$ cat src/rtl/riscv_pkg.sv
// Shared RV32 definitions: datapath width and the RV32M funct3 operation encodings.
package riscv_pkg;

  localparam int unsigned XLEN = 32;

  typedef enum logic [2:0] {
    MDU_MUL    = 3'b000,
    MDU_MULH   = 3'b001,
    MDU_MULHSU = 3'b010,
    MDU_MULHU  = 3'b011,
    MDU_DIV    = 3'b100,
    MDU_DIVU   = 3'b101,
    MDU_REM    = 3'b110,
    MDU_REMU   = 3'b111
  } mdu_op_e;

  // Divide and remainder ops all carry funct3[2] = 1.
  function automatic logic op_is_div(input mdu_op_e op);
    return op[2];
  endfunction

  // Operand A is treated as signed for MULH, MULHSU, DIV and REM.
  function automatic logic op_signed_a(input mdu_op_e op);
    return (op == MDU_MULH) || (op == MDU_MULHSU) || (op == MDU_DIV) || (op == MDU_REM);
  endfunction

  // Operand B is treated as signed for MULH, DIV and REM.
  function automatic logic op_signed_b(input mdu_op_e op);
    return (op == MDU_MULH) || (op == MDU_DIV) || (op == MDU_REM);
  endfunction

endpackage

$ cat src/rtl/mdu_sequencer.sv
// Iterative RV32M multiply/divide unit: one radix-2 step per cycle.
// Signed operands are converted to magnitudes in PREP, the unsigned core runs
// for 32 CALC cycles, and FIX restores the sign and picks the result half.
module mdu_sequencer
  import riscv_pkg::*;
#(
  parameter int unsigned XLEN = 32
) (
  input  logic            clk_i,
  input  logic            rst_i,
  input  logic            start_i,
  input  logic [2:0]      funct3_i,
  input  logic [XLEN-1:0] rs1_i,
  input  logic [XLEN-1:0] rs2_i,
  output logic            busy_o,
  output logic            done_o,
  output logic [XLEN-1:0] result_o
);

  typedef enum logic [2:0] {
    S_IDLE = 3'd0,
    S_PREP = 3'd1,
    S_CALC = 3'd2,
    S_FIX  = 3'd3,
    S_DONE = 3'd4
  } mdu_state_e;

  mdu_state_e          state_q, state_d;
  mdu_op_e             op_q, op_d;
  logic [XLEN-1:0]     a_q, a_d;        // latched rs1, then |A| (multiplicand / dividend)
  logic [XLEN-1:0]     b_q, b_d;        // latched rs2, then |B| (multiplier / divisor)
  logic [2*XLEN-1:0]   acc_q, acc_d;    // mul: {hi, multiplier}; div: {remainder, quotient}
  logic [4:0]          cnt_q, cnt_d;
  logic                qneg_q, qneg_d;  // product / quotient must be negated
  logic                rneg_q, rneg_d;  // remainder must be negated (dividend sign)
  logic [XLEN-1:0]     result_q, result_d;
  logic                busy_q, busy_d;
  logic                done_q, done_d;

  logic                a_neg_s;
  logic                b_neg_s;
  logic [XLEN-1:0]     a_mag_s;
  logic [XLEN-1:0]     b_mag_s;
  logic [XLEN:0]       mul_sum_s;
  logic [XLEN:0]       div_shift_s;
  logic [XLEN:0]       div_diff_s;
  logic [2*XLEN-1:0]   prod_s;
  logic [XLEN-1:0]     quo_s;
  logic [XLEN-1:0]     rem_s;

  // Next-state, datapath step and output-register computation.
  always_comb begin
    state_d     = state_q;
    op_d        = op_q;
    a_d         = a_q;
    b_d         = b_q;
    acc_d       = acc_q;
    cnt_d       = cnt_q;
    qneg_d      = qneg_q;
    rneg_d      = rneg_q;
    result_d    = result_q;

    a_neg_s     = op_signed_a(op_q) & a_q[XLEN-1];
    b_neg_s     = op_signed_b(op_q) & b_q[XLEN-1];
    a_mag_s     = a_neg_s ? (~a_q + 32'd1) : a_q;
    b_mag_s     = b_neg_s ? (~b_q + 32'd1) : b_q;
    mul_sum_s   = {1'b0, acc_q[2*XLEN-1:XLEN]} + (acc_q[0] ? {1'b0, a_q} : 33'd0);
    div_shift_s = {acc_q[2*XLEN-1:XLEN], acc_q[XLEN-1]};
    div_diff_s  = div_shift_s - {1'b0, b_q};
    prod_s      = qneg_q ? (~acc_q + 64'd1) : acc_q;
    quo_s       = qneg_q ? (~acc_q[XLEN-1:0] + 32'd1) : acc_q[XLEN-1:0];
    rem_s       = rneg_q ? (~acc_q[2*XLEN-1:XLEN] + 32'd1) : acc_q[2*XLEN-1:XLEN];

    case (state_q)
      S_IDLE: begin
        if (start_i) begin
          op_d    = mdu_op_e'(funct3_i);
          a_d     = rs1_i;
          b_d     = rs2_i;
          state_d = S_PREP;
        end else begin
          state_d = S_IDLE;
        end
      end

      S_PREP: begin
        if (op_is_div(op_q) && (b_q == 32'd0)) begin
          // Divide by zero: quotient all-ones, remainder is the dividend.
          result_d = ((op_q == MDU_DIV) || (op_q == MDU_DIVU)) ? 32'hFFFF_FFFF : a_q;
          state_d  = S_DONE;
        end else if (((op_q == MDU_DIV) || (op_q == MDU_REM)) &&
                     (a_q == 32'h8000_0000) && (b_q == 32'hFFFF_FFFF)) begin
          // Signed overflow: quotient wraps to INT_MIN, remainder is zero.
          result_d = (op_q == MDU_DIV) ? 32'h8000_0000 : 32'd0;
          state_d  = S_DONE;
        end else begin
          a_d     = a_mag_s;
          b_d     = b_mag_s;
          qneg_d  = a_neg_s ^ b_neg_s;
          rneg_d  = a_neg_s;
          cnt_d   = 5'd31;
          acc_d   = op_is_div(op_q) ? {32'd0, a_mag_s} : {32'd0, b_mag_s};
          state_d = S_CALC;
        end
      end

      S_CALC: begin
        if (op_is_div(op_q)) begin
          // Restoring step: shift in the next dividend bit, subtract if it fits.
          if (!div_diff_s[XLEN]) begin
            acc_d = {div_diff_s[XLEN-1:0], acc_q[XLEN-2:0], 1'b1};
          end else begin
            acc_d = {div_shift_s[XLEN-1:0], acc_q[XLEN-2:0], 1'b0};
          end
        end else begin
          // Shift-add step: conditionally add multiplicand, shift product right.
          acc_d = {mul_sum_s, acc_q[XLEN-1:1]};
        end
        if (cnt_q == 5'd0) begin
          state_d = S_FIX;
        end else begin
          cnt_d   = cnt_q - 5'd1;
          state_d = S_CALC;
        end
      end

      S_FIX: begin
        case (op_q)
          MDU_MUL:                         result_d = prod_s[XLEN-1:0];
          MDU_MULH, MDU_MULHSU, MDU_MULHU: result_d = prod_s[2*XLEN-1:XLEN];
          MDU_DIV, MDU_DIVU:               result_d = quo_s;
          MDU_REM, MDU_REMU:               result_d = rem_s;
          default:                         result_d = 32'd0;
        endcase
        state_d = S_DONE;
      end

      S_DONE: begin
        state_d = S_IDLE;
      end

      default: begin
        state_d = S_IDLE;
      end
    endcase

    busy_d = (state_d != S_IDLE);
    done_d = (state_d == S_DONE);
  end

  // State, datapath and output registers with synchronous reset.
  always_ff @(posedge clk_i) begin
    if (rst_i) begin
      state_q  <= S_IDLE;
      op_q     <= MDU_MUL;
      a_q      <= 32'd0;
      b_q      <= 32'd0;
      acc_q    <= 64'd0;
      cnt_q    <= 5'd0;
      qneg_q   <= 1'b0;
      rneg_q   <= 1'b0;
      result_q <= 32'd0;
      busy_q   <= 1'b0;
      done_q   <= 1'b0;
    end else begin
      state_q  <= state_d;
      op_q     <= op_d;
      a_q      <= a_d;
      b_q      <= b_d;
      acc_q    <= acc_d;
      cnt_q    <= cnt_d;
      qneg_q   <= qneg_d;
      rneg_q   <= rneg_d;
      result_q <= result_d;
      busy_q   <= busy_d;
      done_q   <= done_d;
    end
  end

  assign busy_o   = busy_q;
  assign done_o   = done_q;
  assign result_o = result_q;

endmodule
$ cat config.mk
export PLATFORM = sky130hd
export DESIGN_NAME = mdu_sequencer
export DESIGN_NICKNAME = d
export VERILOG_FILES = /design/src/rtl/riscv_pkg.sv /design/src/rtl/mdu_sequencer.sv
export SDC_FILE = /design/constraint.sdc
export NUM_CORES = 1
export LEC_CHECK = 0
export CORE_MARGIN = 1
export CORE_UTILIZATION = 40
export CTS_BUF_LIST = sky130_fd_sc_hd__clkbuf_8
export CTS_CLUSTER_SIZE = 8
export DETAILED_ROUTE_END_ITERATION = 8
export PLACE_DENSITY = 0.69
export SYNTH_ARGS = -nofsm -noshare
export SYNTH_HDL_FRONTEND = slang
export SYNTH_SLANG_ARGS = --single-unit
$ cat constraint.sdc
create_clock -name clk_i -period 4.99 [get_ports clk_i]
set_clock_uncertainty 0.05 [all_clocks]
set_input_delay 0.998 -clock clk_i [delete_from_list [all_inputs] [get_ports clk_i]]
set_output_delay 0.998 -clock clk_i [all_outputs]
set_load 0.02 [all_outputs]
# Word level (Yosys, flattened, before mapping)
# Cells that the tools add are included.
# op_classes
add_sub_neg	8
multipliers	0
n_div	0
order_cmp	0
n_eq_ne	18
shift	0
n_mux	35
bitwise	10
reduce_logical	27
# op_table
cell	count
32-bit 2-to-1 mux	16
64-bit 2-to-1 mux	5
32-bit case mux with 2 select lines	3
32-bit by 1-bit adder with 32-bit output (second input constant)	4
32-bit NOT	4
32-bit case mux with 4 select lines	1
64-bit case mux with 2 select lines	1
64-bit by 1-bit adder with 64-bit output (second input constant)	1
32-bit equality test (second input constant)	2
64-bit NOT	1
32-bit by 32-bit adder with 33-bit output	1
33-bit by 32-bit subtractor with 33-bit output	1
32-bit zero test	1
3-bit equality test (second input constant)	5
5-bit 2-to-1 mux	3
3-bit by 2-bit equality test with 1-bit output (second input constant)	4
3-bit case mux with 4 select lines	1
5-bit case mux with 2 select lines	1
2-bit != test (second input constant)	4
4-bit AND reduction	2
1-bit logical OR	7
3-bit by 1-bit equality test with 1-bit output (second input constant)	2
3-bit zero test	2
3-bit 2-to-1 mux	2
14 further kinds	24
# word_totals
ff_bits	175
latchBits	0
mem_bits_rw	0
rom_bits	0
out_inout_bits	34
elab_cells	109
n_memories	0

# Depth between registers and ports, before layout
# Gate-level depths: netlist (run 1).
# logic_depth
ltp_word	10
mapped_depth	16
mapped_depth_nobuf	15

# Worst setup path after synthesis (run 1)
# Ideal clock, no wire load.
# synth_timing
path_type	flip-flop to flip-flop
startpoint	reg acc_q[31]
endpoint	reg acc_q[61]
t_arrival_ns	3.527
required_time_ns	4.806
setup_slack_ns	1.279
path_stages_with_launch	16
path_buffers	2
cell_sequence	dfxtp_1 -> inv_1 -> ha_1 -> fa_1 -> nand2b_1 -> a21oi_1 -> o41a_1 -> a31oi_1 -> o21ai_0 -> a21oi_1 -> o31ai_1 -> clkbuf_1 -> a21oi_1 -> buf_2 -> o311ai_0 -> a21oi_1
# synth_via
elab_chain_len	4
# synth_rtl
item	line	text
start, declared	mdu_sequencer.sv:32	logic [2*XLEN-1:0] acc_q, acc_d;
start signal, assigned	mdu_sequencer.sv:158	acc_q <= 64'd0;
start signal, assigned	mdu_sequencer.sv:170	acc_q <= acc_d;
33-bit by 32-bit subtractor with 33-bit output	mdu_sequencer.sv:69	div_diff_s = div_shift_s - {1'b0, b_q};
64-bit 2-to-1 mux	mdu_sequencer.sv:110	if (!div_diff_s[XLEN]) begin
64-bit 2-to-1 mux	mdu_sequencer.sv:108	if (op_is_div(op_q)) begin
64-bit case mux with 2 select lines	mdu_sequencer.sv:74	case (state_q)
# Every way passes these cells.
# A chain may end at the register's enable or synchronous reset.

# Final worst setup path (run 1)
# layout_timing
startpoint	reg acc_q[32]
endpoint	reg acc_q[60]
# layout_via
elab_chain_len	4
# layout_rtl
item	line
33-bit by 32-bit subtractor with 33-bit output	mdu_sequencer.sv:69
64-bit 2-to-1 mux	mdu_sequencer.sv:110
64-bit 2-to-1 mux (*)	mdu_sequencer.sv:108
64-bit case mux with 2 select lines (*)	mdu_sequencer.sv:74
# Mark *: on every way between the ends. The rest lies on a longest branch, timed or not.

==> run metrics, run 1 <==
status=completed; H-tree levels=4; DR WL met2=31000 um; top_reg_cell synth=dfxtp_1; R2R Setup Slk=770 ps; most frequent cells in the layout=243 x nor2_1, 228 x nand2_1, 213 x a21oi_1; post-layout net count=2435; final period utilization=84.6%; highest metal used=met4; RR Endpoint=acc_q[60]$_SDFFE_PP0P_; asr flop ratio synth=0%; Hold Path Class=reg2reg; Sw Ratio=46.8%; Worst Tran Pin Value=979 ps; Worst slew margin=34.7%; Diodes inserted=0; WP data arrival=4590 ps; R2R Path Start=acc_q[32]$_SDFFE_PP0P_; clock root buffer=clkbuf_8; DRT Pass-1 Iters=6; first-pass GRT wire length=106000 um; f_max=237 MHz; Yosys reg bits=175; Comb pwr share=46.3%; number of vias per cell=6.41; Worst path max stage delay=540 ps; Post CTS Setup Buffer Count=0; min-delay src=result_o[31]$_SDFFE_PP0P_; top cell type's share of synthesized area=21.8%; register area=3510 um^2; fillers=4058; Area Overhead vs Synth=11.6%; Post-synth EDFFs=0; gp weighted congestion=1.04; synth warn=0; Synthesized Nets=2429; DR WL/cell=25.3 um; GRT Total Usage=34.3%; CTS buffer count=17; I/O Buffers=103; hold_buf cts=0; CTS Buffer Depth=2; max_cap viols=0; 1st-iter DRT viols=2358; CTS tree=built; Multi-input gate area=11700 um^2; Worst Path Buf+Inv=3; CTS Sinks=175; Required @ worst endpoint=5360 ps; # DRC=0; DP Wirelength=55000 um; P_sw=2.40 mW; Internal=2.73 mW; Clock Pin Slew Worst Setup and Hold Paths=110 ps; leakage=6.73 nW; setup tns final=0 ps; Core Rows=73; power per cell area=285 nW/um^2; # IOs=104; largest net degree at the start of global routing=92; Finished Core Util=45.2%; Syn Area/Cell=7.04 um^2; CP delay by family, top=compound AO/OA/AOI/OAI gates; Tmin final=4220 ps; height of the die=203 um; final hold vios=0; GRT Residual Overflow=0; peak supply drop=0.192 mV; worst skew pair latency=550 ps; sequential area share after synthesis=21.8%; clock power share=19.3%; Cell variety after synth=70; r2r worst-path depth=14; most common cell after layout, fill and taps aside=nor2_1; vias in the first global route=16800; layout cells sized above 1=5.42%; Final Setup Violations=0; Post-Route WL=71600 um; Post-DRT Antenna Nets=0; met3 wire len=6990 um; metal1 wirelength=30500 um; Worst path slowest cell=dfxtp_1; via count=18100; Setup CP Type=reg2reg; sequential cell fraction of total power=34.4%; Critical Path Sink Type=flop; dominant cell type by area after synthesis=dfxtp_1; PostCTS Resize Cnt=0; Mapped Cells=2287; CP cell instances=inv_1 > fa_1 > nand2b_1 > a21oi_1 > o41a_1 > a31oi_1 > o21ai_0 > a21oi_1 > o31ai_1 > buf_4 > a21oi_2 > buf_4 > a32o_1 > a311o_1; Hold Path Depth=2; starting density of the core=40.5%; mapped cell area=16100 um^2; antenna violations before repair=1; end of the worst hold path=result_o[31]$_SDFFE_PP0P_; DIE AREA=41100 um^2; die width=203 um; max-slew violations=0; crit path max fanout=14; CP Launch Type=flop; core area=39700 um^2; RSZ-0062 raised after global routing=no; Area contributors post-synth=dfxtp_1 22%, a21oi_1 6.7%, xnor2_1 6.1%
[power groups by stage]
stage	logic, mW	clock network, mW	registers (mW)
floorplan	1.60	0	1.66
global placement	2.29	0	1.78
detailed placement	2.30	0	1.78
CTS	2.31	0.987	1.75
global route	2.53	1.05	1.77
finish	2.37	0.990	1.77
[worst max path at each step]
stage | end | depth (start not counted) | from | slack (ps)
2_1_floorplan | acc_q[61]$_SDFFE_PP0P_ | 15 | acc_q[31]$_SDFFE_PP0P_ | 1280
6_report | acc_q[60]$_SDFFE_PP0P_ | 14 | acc_q[32]$_SDFFE_PP0P_ | 770
3_5_place_dp | acc_q[60]$_SDFFE_PP0P_ | 14 | acc_q[32]$_SDFFE_PP0P_ | 870
4_1_cts | acc_q[60]$_SDFFE_PP0P_ | 14 | acc_q[32]$_SDFFE_PP0P_ | 840
3_3_place_gp | acc_q[60]$_SDFFE_PP0P_ | 14 | acc_q[32]$_SDFFE_PP0P_ | 1050
5_1_grt | acc_q[60]$_SDFFE_PP0P_ | 14 | acc_q[32]$_SDFFE_PP0P_ | 490
[cell type report]
class	count	share of cell area, %
Sequential cell	175	19.5
Inverter	67	1.40
Clock buffer	19	1.46
Tap cell	525	3.66
Timing Repair Buffer	166	8.49
Multi-Input combinational cell	1866	65.0
Clock inverter	12	0.467
[tightest hold or removal path, stage by stage, from the launching register on]
cell and delay (ps):
dfxtp_1 320, nand2_1 50, a21oi_1 60
[synthesized netlist by cell type (8+ instances only)]
| cell type | count |
|---|---|
| o221ai_1 | 9 |
| o21ai_0 | 176 |
| dfxtp_1 | 175 |
| o211ai_1 | 58 |
| nand4_1 | 22 |
| o21a_1 | 19 |
| a21oi_1 | 215 |
| a311oi_1 | 17 |
| nor4_1 | 28 |
| and3_1 | 15 |
| nor2b_1 | 23 |
| nand3_1 | 40 |
| inv_1 | 67 |
| xnor2_1 | 112 |
| o31ai_1 | 20 |
| a221oi_1 | 8 |
| or2_2 | 8 |
| clkbuf_1 | 160 |
| mux2i_1 | 56 |
| or4_1 | 13 |
| buf_1 | 9 |
| o22ai_1 | 24 |
| nand2_1 | 228 |
| a22oi_1 | 31 |
| xor2_1 | 60 |
| buf_2 | 8 |
| a21o_1 | 45 |
| a211oi_1 | 77 |
| ha_1 | 70 |
| nor3_1 | 48 |
| nand2b_1 | 20 |
| or3_1 | 21 |
| and2_1 | 44 |
| a31oi_1 | 21 |
| o41ai_1 | 12 |
| nor2_1 | 245 |
[per-layer routing]
layer  track usage, %  vias up
met2             52.3      993
met1             47.0     8644
met4             15.7        0
met3             5.84      160
met5                0        -
li1                 -     8338
[kinds of logic (layout without fill, tap and decap cells)]
family / after synthesis / after routing / share of synthesized area (%)
compound gates: 787 / 787 / 31.0
xor+xnor: 172 / 172 / 9.36
fa+ha+maj: 72 / 72 / 5.69
buf+inv: 246 / 264 / 5.89
flops: 175 / 175 / 21.8
mux: 59 / 59 / 3.69
simple gates: 776 / 776 / 22.6
[sequential cells by signal, indices dropped and copies added, names as in the netlist]
name / flops
op_q: 3
b_q: 32
done_o: 1
state_q: 3
busy_o: 1
cnt_q: 5
acc_q: 64
qneg_q: 1
a_q: 32
result_o: 32
rneg_q: 1
[stage by stage]
step | cell area [um^2] | worst slack [ps] | cells | hold WS, ps | total power, mW
detailed placement | 17600 | 874 | 2799 | 401 | 4.08
global route | 18000 | 494 | 2830 | 442 | 5.35
CTS | 18000 | 843 | 2830 | 415 | 5.04
floorplan | 16100 | 1280 | 2287 | 382 | 3.26
finish | 18000 | 771 | 2830 | 412 | 5.13
global placement | 17600 | 1050 | 2799 | 396 | 4.07
Power figures use the tool's default switching activity.
==> run 2: changes to the inputs <==
Clock period 4.99 ns to 4.4 ns, I/O delays scaled along.
==> run 2 against run 1 <==
Count of clock-buffer cells in the layout is 1 lower. Largest power group unchanged. Combinational power increased by 19%. Highest routed layer unchanged. Largest cell class unchanged. Critical endpoint is now acc_q[56]$_SDFFE_PP0P_. Sequential power rose by 12%. Maximum frequency rose by 2.6%.
==> run metrics, run 2 (synthesis gave the netlist of run 1 again) <==
Worst slew margin=10.2% (-25 points); gp weighted congestion=1.01 (-2.7%); CP Depth=13 (-1); die width=203 um (unchanged); critical path endpoint=acc_q[56]$_SDFFE_PP0P_; status=completed; antenna violations before repair=3 (+2); most used routing layer=met2; clock root buffer=clkbuf_8; f_max=243 MHz (+2.6%); R2R Setup Slk=290 ps (-480 ps); Worst path slowest cell=a21oi_4; RSZ-0062 raised after global routing=yes; met2 GRT Util=51.1% (-1.2 points); vias in the first global route=16900 (+0.49%); core area=39700 um^2 (unchanged); Largest Register=acc_q; Post-DRT Antenna Nets=0 (unchanged); CP startpoint=acc_q[32]$_SDFFE_PP0P_; max_cap viols=0 (unchanged); met1 Use GR=47.7% (+0.69 points); DP Wirelength=56300 um (+2.4%); WP data arrival=4420 ps (-170 ps); final hold vios=0 (unchanged); leakage=7.00 nW (+3.9%); CTS Buffer Depth=2 (unchanged); CP Launch Type=flop; RR Endpoint=acc_q[56]$_SDFFE_PP0P_; DRT Pass-1 Iters=6 (unchanged); placement-stage cell area=18000 um^2 (+2.1%); max reg flops=64 (unchanged); Post CTS Setup Buffer Count=0 (unchanged); DIE AREA=41100 um^2 (unchanged); max-slew violations=0 (unchanged); worst skew pair latency=520 ps (-30 ps); most common cell after layout, fill and taps aside=nor2_1; r2r worst-path depth=13 (-1); layout cells sized above 1=7.47% (+2.1 points); crit path max fanout=16 (+2); Multi-input gate area=11700 um^2 (about the same); Final Setup Violations=0 (unchanged); starting density of the core=40.5% (unchanged); Core Rows=73 (unchanged); largest net degree at the start of global routing=79 (-14%); Required @ worst endpoint=4710 ps (-650 ps); GRT Total Usage=34.4% (+0.068 points); Hold Path Class=reg2reg; final period utilization=93.5% (+8.9 points); register area=3510 um^2 (unchanged); R2R Path Start=acc_q[32]$_SDFFE_PP0P_; fin area=18400 um^2 (+2.3%); CTS buffer count=17 (unchanged); most frequent cells in the layout=243 x nor2_1, 228 x nand2_1, 214 x a21oi_1; Worst Tran Pin Value=1330 ps (+354 ps); via count=18400 (+1.5%); fillers=4045 (-0.32%); GRT met3 Usage=5.63% (-0.21 points); CP cell instances=inv_1 > fa_1 > nand2b_1 > a21oi_1 > o41a_1 > a31oi_1 > o21ai_0 > a21o_1 > nand3_1 > a21oi_4 > buf_4 > mux2i_1 > o221ai_1; Setup CP Type=reg2reg; Worst path max stage delay=580 ps (+40 ps); Hold Path Depth=2 (unchanged); Inst Count DP=2848 (+1.8%); 1st-iter DRT viols=2529 (+7.3%); CP delay by family, top=compound AO/OA/AOI/OAI gates; # IOs=104 (unchanged); Critical Path Sink Type=flop; GRT Residual Overflow=0 (unchanged); number of vias per cell=6.39 (-0.31%); first-pass GRT wire length=106000 um (+0.20%); CTS tree=built; peak supply drop=0.259 mV (+35%); H-tree levels=4 (unchanged); Finished Core Util=46.3% (+1.0 points); Clock Pin Slew Worst Setup and Hold Paths=100 ps (about the same); DR WL/cell=25.0 um (-1.3%); CTS Sinks=175 (unchanged); power per cell area=325 nW/um^2 (+14%); Tmin final=4110 ps (-106 ps); Post-Layout Cell Count=2881 (+1.8%); I/O Buffers=103 (unchanged); Total Power=5.97 mW (+16%); # DRC=0 (unchanged); Worst Path Buf+Inv=2 (-1); Area Overhead vs Synth=14.1%; post-layout net count=2484 (+2.0%); Post-Route WL=71900 um (+0.43%); height of the die=203 um (unchanged)
==> run 2: per-layer routing <==
layer | wire length (um) | part of all wire [%] | vias to the layer above
met3 | 6810 | 9.5 | 152
met2 | 30500 | 42 | 1026
li1 | - | - | 8420
met1 | 30800 | 43 | 8806
met4 | 3780 | 5.3 | 0
met5 | 0 | 0 | -
==> run 2: through the flow <==
stage          hold slack, ps  setup TNS (ps)  worst slack [ps]
2_1_floorplan             382               0               689
3_3_place_gp              392               0               274
3_5_place_dp              398               0              65.1
4_1_cts                   412               0              13.7
5_1_grt                   437           -5.51             -5.51
6_report                  410               0               286
==> run 2: worst min-delay path by stage <==
stage                                end                      start  slack [ps]
2_1_floorplan      cnt_q[4]$_SDFFE_PP0P_      cnt_q[4]$_SDFFE_PP0P_         380
3_3_place_gp       cnt_q[4]$_SDFFE_PP0P_      cnt_q[4]$_SDFFE_PP0P_         390
3_5_place_dp   result_o[24]$_SDFFE_PP0P_  result_o[24]$_SDFFE_PP0P_         400
4_1_cts        result_o[24]$_SDFFE_PP0P_  result_o[24]$_SDFFE_PP0P_         410
5_1_grt        result_o[24]$_SDFFE_PP0P_  result_o[24]$_SDFFE_PP0P_         440
6_report       result_o[24]$_SDFFE_PP0P_  result_o[24]$_SDFFE_PP0P_         410
==> run 2: power by group <==
part | total [mW] | switching [mW] | internal (mW)
Sequential | 1.99 | 0.271 | 1.72
Combinational | 2.82 | 1.80 | 1.01
Clock | 1.16 | 0.693 | 0.470
Total | 5.97 | 2.77 | 3.20
==> run 2: worst reg2reg max path, delay by kind of cell (launching register included) <==
kind,cells,cell delay (ps)
multiplexers,1,260
AND/OR/NAND/NOR,2,320
adder cells (fa/ha/maj),1,470
flip-flops,1,500
buffers and inverters,2,500
AO/OA/AOI/OAI,7,1880
==> run 2: layout make-up <==
class	count	share of cell area [%]
Tap cell	525	3.57
Clock buffer	18	1.35
Multi-Input combinational cell	1866	63.6
Sequential cell	175	19.1
Inverter	67	1.37
Antenna cell	1	0.0136
Timing Repair Buffer	215	10.3
Clock inverter	14	0.701
==> run 2: timing repair <==
item                                    4_1_cts  5_1_grt
resized for setup                             0        2
endpoints found under the setup margin        0       14
hold buffers                                  0        0
